==> src/rtl/serial_to_parallel_deserializer_if.sv <==
`default_nettype none
// ============================================================================
// Module  : serial_to_parallel_deserializer_if
// Brief   : Serial-in / parallel-out bundle with valid/ready output handshake.
// Revision: 1.0
// ============================================================================
interface serial_to_parallel_deserializer_if #(
    parameter int WIDTH = 4
);
    localparam int CW = $clog2(WIDTH);

    logic             flush;
    logic             ser_in;
    logic             ser_valid;
    logic             par_ready;
    logic [WIDTH-1:0] par_out;
    logic             par_valid;
    logic             overrun;
    logic [CW-1:0]    bit_count;

    // master: the environment feeding bits and consuming words
    modport master (
        output flush, ser_in, ser_valid, par_ready,
        input  par_out, par_valid, overrun, bit_count
    );

    modport slave (
        input  flush, ser_in, ser_valid, par_ready,
        output par_out, par_valid, overrun, bit_count
    );
endinterface
`default_nettype wire

==> src/rtl/serial_to_parallel_deserializer.sv <==
`default_nettype none
// ============================================================================
// Module  : serial_to_parallel_deserializer
// Brief   : Double-buffered serial-to-parallel converter, WIDTH-bit words.
// Revision: 1.0
// ============================================================================
module serial_to_parallel_deserializer #(
    parameter int WIDTH     = 4,
    parameter bit MSB_FIRST = 1'b1
) (
    input  wire logic                          clk,
    input  wire logic                          reset,
    serial_to_parallel_deserializer_if.slave   bus
);
    localparam int CW = $clog2(WIDTH);

    typedef enum logic [0:0] {
        EMPTY = 1'b0,
        FULL  = 1'b1
    } buf_state_t;

    buf_state_t       state_q;
    logic [WIDTH-1:0] shift_q;
    logic [WIDTH-1:0] shift_d;
    logic [WIDTH-1:0] par_out_q;
    logic [CW-1:0]    bit_count_q;
    logic [CW-1:0]    bit_count_d;
    logic             overrun_q;
    logic             word_done;

    generate
        if (MSB_FIRST) begin : g_msb_first
            assign shift_d = {shift_q[WIDTH-2:0], bus.ser_in};
        end else begin : g_lsb_first
            assign shift_d = {bus.ser_in, shift_q[WIDTH-1:1]};
        end
    endgenerate

    // shift_d already holds the completing bit, so it is the finished word
    assign word_done   = bus.ser_valid && (bit_count_q == CW'(WIDTH - 1));
    assign bit_count_d = word_done ? '0 : bit_count_q + CW'(1);

    always_ff @(posedge clk or negedge reset) begin
        if (!reset) begin
            state_q     <= EMPTY;
            shift_q     <= '0;
            par_out_q   <= '0;
            bit_count_q <= '0;
            overrun_q   <= 1'b0;
        end else if (bus.flush) begin
            state_q     <= EMPTY;
            shift_q     <= '0;
            bit_count_q <= '0;
            overrun_q   <= 1'b0;
        end else begin
            overrun_q <= 1'b0;
            if (bus.ser_valid) begin
                shift_q     <= shift_d;
                bit_count_q <= bit_count_d;
            end
            case (state_q)
                EMPTY: begin
                    if (word_done) begin
                        par_out_q <= shift_d;
                        state_q   <= FULL;
                    end
                end
                FULL: begin
                    if (bus.par_ready) begin
                        if (word_done) par_out_q <= shift_d;
                        else           state_q   <= EMPTY;
                    end else if (word_done) begin
                        overrun_q <= 1'b1;
                    end
                end
                default: state_q <= EMPTY;
            endcase
        end
    end

    assign bus.par_out   = par_out_q;
    assign bus.par_valid = (state_q == FULL);
    assign bus.overrun   = overrun_q;
    assign bus.bit_count = bit_count_q;
endmodule
`default_nettype wire

==> src/flat_wrapper.sv <==
// flat-port wrapper written by rule: the top's interface ports become plain ports
module serial_to_parallel_deserializer_flat 
#(
    parameter int WIDTH     = 4,
    parameter bit MSB_FIRST = 1'b1
)
  (clk, reset, bus_flush, bus_ser_in, bus_ser_valid, bus_par_ready, bus_par_out, bus_par_valid, bus_overrun, bus_bit_count);
  serial_to_parallel_deserializer_if #(.WIDTH(WIDTH)) bus_i ();
  input  wire logic clk;
  input  wire logic reset;
  input wire logic [$bits(bus_i.flush)-1:0] bus_flush;
  input wire logic [$bits(bus_i.ser_in)-1:0] bus_ser_in;
  input wire logic [$bits(bus_i.ser_valid)-1:0] bus_ser_valid;
  input wire logic [$bits(bus_i.par_ready)-1:0] bus_par_ready;
  output wire logic [$bits(bus_i.par_out)-1:0] bus_par_out;
  output wire logic [$bits(bus_i.par_valid)-1:0] bus_par_valid;
  output wire logic [$bits(bus_i.overrun)-1:0] bus_overrun;
  output wire logic [$bits(bus_i.bit_count)-1:0] bus_bit_count;
  assign bus_i.flush = bus_flush;
  assign bus_i.ser_in = bus_ser_in;
  assign bus_i.ser_valid = bus_ser_valid;
  assign bus_i.par_ready = bus_par_ready;
  assign bus_par_out = bus_i.par_out;
  assign bus_par_valid = bus_i.par_valid;
  assign bus_overrun = bus_i.overrun;
  assign bus_bit_count = bus_i.bit_count;
  serial_to_parallel_deserializer #(.WIDTH(WIDTH), .MSB_FIRST(MSB_FIRST)) u_core (.clk(clk), .reset(reset), .bus(bus_i));
endmodule
==> config.mk <==
export PLATFORM = sky130hd
export DESIGN_NAME = serial_to_parallel_deserializer_flat
export DESIGN_NICKNAME = d
export VERILOG_FILES = /design/src/rtl/serial_to_parallel_deserializer_if.sv /design/src/rtl/serial_to_parallel_deserializer.sv /design/src/flat_wrapper.sv
export SDC_FILE = /design/constraint.sdc
export NUM_CORES = 1
export LEC_CHECK = 0
export BUFFER_PORTS_ARGS = -buffer_cell sky130_fd_sc_hd__buf_2
export CORE_ASPECT_RATIO = 1.1
export CORE_MARGIN = 5
export CORE_UTILIZATION = 30
export DETAILED_ROUTE_END_ITERATION = 16
export GPL_ROUTABILITY_DRIVEN = 0
export PLACE_DENSITY = 0.48
export SETUP_SLACK_MARGIN = 0.5
export SKIP_LAST_GASP = 1
export SLEW_MARGIN = 25
export SYNTH_ARGS = -nofsm -noshare
export SYNTH_HDL_FRONTEND = slang
export SYNTH_SLANG_ARGS = --single-unit
export TNS_END_PERCENT = 100
==> constraint.sdc <==
create_clock -name clk -period 1.9 [get_ports clk]
set_input_delay 0 -clock clk [delete_from_list [all_inputs] [get_ports clk]]
set_output_delay 0 -clock clk [all_outputs]
set_load 0.05 [all_outputs]
# == Word level (Yosys, flattened, before mapping) ==
# Cells that the tools add are included.
# totals
register_bits,11
in_bits,6
wordCells,28
# classes
n_reduce_logical,3
bitwise,2
n_eq_ne,2
add_sub_neg,1
muxes,15
# op_table
operator,n
$mux W4,2
$pmux W4 S2,1
$mux W1,6
$mux W2,3
$mux W3,2
$add A2 B1 Y2 const B,1
$eq A2 B2 Y1 const B,1
$ne A2 B2 Y1 const B,1
$not A1 Y1,2
$pmux W1 S2,1
$reduce_and A2 Y1,1
$reduce_bool A2 Y1,1
$logic_and A1 B1 Y1,1

# == Longest topological paths before layout ==
# Gate-level depths: netlist of run 1.
# depth
word_depth,6
mapped_depth,4
mapped_depth_nobuf,4

# == Worst setup path before layout of run 1 ==
# OpenSTA, ideal clock, no wires.
# synth_timing
path_type,flip-flop to flip-flop
from,"reg u_core.bit_count_q[0], in the netlist u_core.bus.bit_count[0]"
to,"reg u_core.par_out_q[0], in the netlist u_core.bus.par_out[0]"
path_stages_with_launch,5
n_path_buf,0
t_required_ns,1.775
arrival_time_ns,1.583
setup_slack_ns,0.192
cell_sequence,dfrtp_1 > ha_1 > nand2_4 > nor3b_4 > mux2_2
# synth_via
elab_chain_cells,5
# synth_rtl
item,line_no,source
"start, declared",serial_to_parallel_deserializer.sv:26,logic [CW-1:0] bit_count_q;
"start signal, assigned",serial_to_parallel_deserializer.sv:59,bit_count_q <= bit_count_d;
$eq A2 B2 Y1 *,serial_to_parallel_deserializer.sv:40,assign word_done = bus.ser_valid && (bit_count_q == CW'(WIDTH - 1));
$logic_and A1 B1 Y1 *,serial_to_parallel_deserializer.sv:40,
$mux W4 *,-,
$mux W4,-,
$pmux W4 S2 *,-,
"end signal, assigned",serial_to_parallel_deserializer.sv:64,par_out_q <= shift_d;
"end signal, assigned",serial_to_parallel_deserializer.sv:70,if (word_done) par_out_q <= shift_d;
"end, declared",serial_to_parallel_deserializer.sv:25,logic [WIDTH-1:0] par_out_q;
# Mark *: on every way between the ends. The rest lies on a longest branch, timed or not. The select of a mux whose other input is x is not followed.
# A chain may end at the register's enable or synchronous reset.

# == Worst setup path after layout of run 1 ==
# layout_timing
from,"reg u_core.bit_count_q[0], in the netlist u_core.bus.bit_count[0]"
to,"reg u_core.par_out_q[3], in the netlist u_core.bus.par_out[3]"
# The elaborated chain is that of the path after synthesis.

==> results.cfg, run 1 <==
[power]
power.static_leakage_nw = 0.316
powerDensity_mw_per_mm2 = 837
ir_drop_mv = 0.382
power.total_w = 0.000501

[worst_setup_path]
slowest_delay_ns = 0.40
crit_path_max_fanout = 4
crit_path_top_delay_cell = dfrtp_2
required_ns = 2.05
cp_top_family = flip-flops
rr_worst_depth = 4
worstSetupPathType = reg2reg
cp.arrival_ns = 1.51
path_buf_inv = 0
cp-start-kind = flop
cp-end-kind = flop
crit_chain = ha_4 > nand2_4 > nor3b_4 > mux2_2
cp.depth = 4

[sta]
timing.final.crit_share_pct = 72.0
tightest_slew_ns = 0.252
fmax_ghz = 0.731
rsz0062_at_grt = yes
slew_headroom_pct = 83.2
setup_viol = 0
drv_slew = 0
setup_tns_ns = 0
fin_skew_ns = 0.00257
hold_violations = 0
min_period_ns = 1.37

[route]
vias = 315
ant_nets = 0
wire_per_inst_um = 13.3
met3_length_um = 67
drt_iter0_drc = 0
highest_layer = met4
drtPass1Iterations = 1
route.met2.wl_um = 499
drc_errors = 0
wl_met1_um = 322
viasPerCell = 4.63
wl_um = 902

[synth]
synth_cells = 34
synth-seq-area-share_pct = 58.8
avgSynthCellArea_um2 = 13.8
synth_top_cell_area_share_pct = 58.8
synth_top_area_cell = dfrtp_1
ys_warn_count = 0
syn_area_um2 = 468
synth_seq_cells = 11
synth_cell_types = 12
synth.area.top_cells = dfrtp_1 59%, mux2i_1 11%, mux2_2 9.6%
syn_nets = 41

[clocking]
cts_made_buffers = 3
clk_transition_reported_paths_ns = 0.06
clockRootBuffer = clkbuf_4
clock_sinks = 11
cts_tree = done
htreeDepth = 1
clock_latency_ns = 0.26
clock_path_buffers = 2

[floorplanning]
die-area_mm2 = 0.00245
fp-row-count = 15
initial_core_util_pct = 30.8
core_mm2 = 0.00152
die_x_um = 47.7
die_y_um = 51.4
boundaryPins = 14

[layout]
final_common_cell = buf_2
num_antenna_cells = 0
mostFrequentLayoutCells = 13 x buf_2, 9 x dfrtp_1, 6 x nor2_1
drive_gt1_share_pct = 49.0
fin_nets = 59
syn_to_final_growth_pct = 28.1

[placement]
hpwlAfterDp_um = 686
portBuffers = 13

[global_route]
grt_pass1_wl_mm = 1.44
antenna_found_initial = 0
grtUsageTotal_pct = 8.78
grt_max_degree = 12
gr-total-overflow = 0
grt_pass1_vias = 332

[outcome]
status = complete, no violations

[hold_path]
hold_depth = 2
hp-class = in2reg

[flow_run]
drv_cap = 0
-- power by group --
group	total, W	switching (W)	internal [W]
Clock	0.000153	0.0000722	0.0000812
Sequential	0.000258	0.0000103	0.000247
Combinational	0.0000906	0.0000612	0.0000294
-- final timing paths --
kind	start	to	slack, ns
setup reg to reg	u_core.bus.bit_count[0]	u_core.bus.par_out[3]	0.53
min in group asynchronous	reset	u_core.bus.par_out[0]	0.12
setup / recovery	u_core.bus.bit_count[0]	u_core.bus.par_out[3]	0.53
hold reg to reg	u_core.bus.par_out[1]	u_core.bus.par_out[1]	0.51
hold / removal	bus_flush	u_core.bus.bit_count[1]	0.02
max in group asynchronous	reset	u_core.bus.bit_count[1]	1.56
-- synthesized netlist by cell type --
cell type  count
dfrtp_1       11
nor2_1         6
mux2i_1        5
mux2_2         4
a21oi_1        1
buf_2          1
buf_6          1
ha_1           1
nand2_4        1
nand2b_1       1
nor3_1         1
nor3b_4        1
-- timing repair --
action,CTS,global route
endpoints found under the hold margin,13,0
setup buffers,0,0
hold buffers,2,0
setup endpoints to repair,0,4
gates resized for setup,0,0
-- registers in the layout (all words and copies together) (netlist names) --
signal	flops
u_core.bus.overrun	1
u_core.bus.par_out	4
u_core.bus.bit_count	2
u_core.shift_q	3
u_core.bus.par_valid	1
-- worst reg2reg max path, stage by stage (launching register included) --
cell	delay, ns
dfrtp_2	0.40
ha_4	0.16
nand2_4	0.06
nor3b_4	0.26
mux2_2	0.37
-- per-stage QoR --
step,std cells,setup WS [ns],utilization [%],area [µm²],hold WS [ns]
final,68,0.532,39.4,599,0.0236
after global routing,68,0.477,39.4,599,0.0474
after CTS,68,0.515,39.4,599,0.0199
after detailed placement,62,0.525,36.4,553,-0.120
after global placement,62,0.561,36.4,553,-0.128
after floorplan,34,0.415,-,483,-0.296
-- per-layer routing --
metal | global-route usage [%] | vias up
met5 | 0 | -
met4 | 6.73 | 0
li1 | - | 147
met3 | 2.11 | 2
met1 | 9.65 | 157
met2 | 13.8 | 9
-- cell families after synthesis --
group                      Yosys count  synth area share, %
and+or+nand+nor                     10                 13.6
buffers and inverters                2                 3.47
muxes                                9                 20.3
DFF                                 11                 58.8
AOI/OAI and AO/OA                    1                 1.07
adders and majority gates            1                 2.67
-- final cells by class --
cell class | count | area (µm²)
Clock buffer | 4 | 26.3
Fill cell | 158 | 921
Tap cell | 17 | 21.3
Timing Repair Buffer | 15 | 85.1
Sequential cell | 11 | 278
Multi-Input combinational cell | 21 | 189
(Power assumes the default switching activity.)
==> inputs of run 2 (changes only) <==
- clock period: 1.9 -> 1.4 ns (I/O delays scaled with it)
==> run 2 against run 1 <==
  * Clock-buffer cell count unchanged
  * Sequential power up 35%
  * Flip-flop and latch count unchanged
  * Worst setup slack worse by 0.48 ns
  * Clock skew up 0.0030 ns
  * Fmax up 1.4%
  * Wire length up 11%
  * Via count up 7.3%
  * Critical path type unchanged
  * Critical endpoint unchanged
  * Largest power group unchanged
  * Highest routed layer is now met3
==> results.cfg, run 2 (same netlist as run 1, synthesis figures left out) <==
[outcome]
status = complete, no violations

[sta]
min_period_ns = 1.35
fmax_ghz = 0.741
drv_slew = 0
fin_skew_ns = 0.00558
hold_violations = 0
setup_viol = 0
slew_headroom_pct = 83.5
tightest_slew_ns = 0.248
fin_ws_ns = 0.0511
rsz0062_at_grt = yes
timing.final.crit_share_pct = 96.4

[flow_run]
drv_cap = 0

[placement]
placed_cell_area_um2 = 554
place_ws_ns = 0.0208
portBuffers = 13
hpwlAfterDp_um = 702

[worst_setup_path]
worstSetupPathType = reg2reg
crit_path_top_delay_cell = dfrtp_2
required_ns = 1.54
cp_top_family = flip-flops
crit_path_max_fanout = 4
cp-start-kind = flop
slowest_delay_ns = 0.39
cp.arrival_ns = 1.49
path_buf_inv = 1
crit_chain = ha_4 > nand2_4 > nor3b_4 > buf_6 > mux2_4
cp-end-kind = flop

[layout]
final_util_pct = 45.2
mostFrequentLayoutCells = 8 x buf_2, 8 x dfrtp_1, 6 x buf_4
num_antenna_cells = 0
fin_nets = 65
drive_gt1_share_pct = 57.9
final_cell_area_um2 = 687
largest_reg_flops = 4
syn_to_final_growth_pct = 46.8

[power]
power.static_leakage_nw = 0.351
power.total_w = 0.000703
powerDensity_mw_per_mm2 = 1020
ir_drop_mv = 0.532

[global_route]
grt_pass1_wl_mm = 1.65
grt_max_degree = 12
gr-total-overflow = 0
antenna_found_initial = 0
grt_pass1_vias = 364
grtUsageTotal_pct = 9.52

[floorplanning]
die_x_um = 47.7
boundaryPins = 14
die-area_mm2 = 0.00245
fp-row-count = 15
die_y_um = 51.4
core_mm2 = 0.00152
initial_core_util_pct = 30.8

[route]
drc_errors = 0
wire_per_inst_um = 13.5
wl_mm = 1.00
viasPerCell = 4.57
ant_nets = 0
drtPass1Iterations = 2
vias = 338
drt_iter0_drc = 2

[clocking]
clock_sinks = 11
clock_latency_ns = 0.26
cts_made_buffers = 3
cts_tree = done
clockRootBuffer = clkbuf_4
clk_transition_reported_paths_ns = 0.06
htreeDepth = 1
clock_path_buffers = 2

[hold_path]
hp-class = in2reg
## run 2: cell count changes in the layout (fill, tap and decap cells not counted), moves of 2 or more
| cell | delta |
|---|---|
| buf_4 | +6 |
| buf_2 | -5 |
| mux2_2 | -4 |
| mux2_4 | +4 |
| buf_6 | +3 |
| clkbuf_4 | +2 |
## run 2: layout make-up
cell class / instances / area [µm²]
Sequential cell: 11 / 279
Fill cell: 139 / 833
Tap cell: 17 / 21.3
Timing Repair Buffer: 21 / 154
Clock buffer: 4 / 26.3
Multi-Input combinational cell: 21 / 206
## run 2: timing repair
item                       CTS  global route
cloned                       0             0
hold buffers                 2             0
setup endpoints to repair    8            13
setup buffers                4             2
pin swaps                    3             4
resized for setup            9             5
hold endpoints to repair    12             0
## run 2: worst paths after layout
kind,from,to,slack (ns),depth (start not counted)
max in group asynchronous,reset,u_core.bus.bit_count[1],1.04,2
worst max register to register,u_core.bus.bit_count[1],u_core.bus.par_out[3],0.05,5
worst min register to register,u_core.bus.par_out[0],u_core.bus.par_out[0],0.51,1
worst max-delay path,u_core.bus.bit_count[1],u_core.bus.par_out[3],0.05,5
worst min-delay path,bus_flush,u_core.bus.bit_count[1],0.02,2
min in group asynchronous,reset,u_core.bus.overrun,0.14,2
## run 2: per-layer routing
layer	global-route usage [%]	share of wire, %
met5	0	0
met4	4.04	0
met3	2.11	6.2
met2	15.4	57
met1	11.8	37
## run 2: worst reg2reg max path: stages, from the launching register on
cell	delay (ns)
dfrtp_2	0.39
ha_4	0.16
nand2_4	0.06
nor3b_4	0.18
buf_6	0.15
mux2_4	0.30
## run 2: metrics by stage
stage,hold WS [ns],instances,setup TNS [ns]
6_report,0.0250,74,0
5_1_grt,0.0360,74,0
4_1_cts,0.0196,72,0
3_5_place_dp,-0.119,62,0
3_3_place_gp,-0.128,62,0
2_1_floorplan,-0.296,34,-0.341
## run 2: where the power goes
| part | internal, W | switching, W |
|---|---|---|
| sequential | 0.000336 | 0.0000125 |
| clock | 0.000110 | 0.0000953 |
| combinational | 0.0000607 | 0.0000892 |
| total | 0.000506 | 0.000197 |
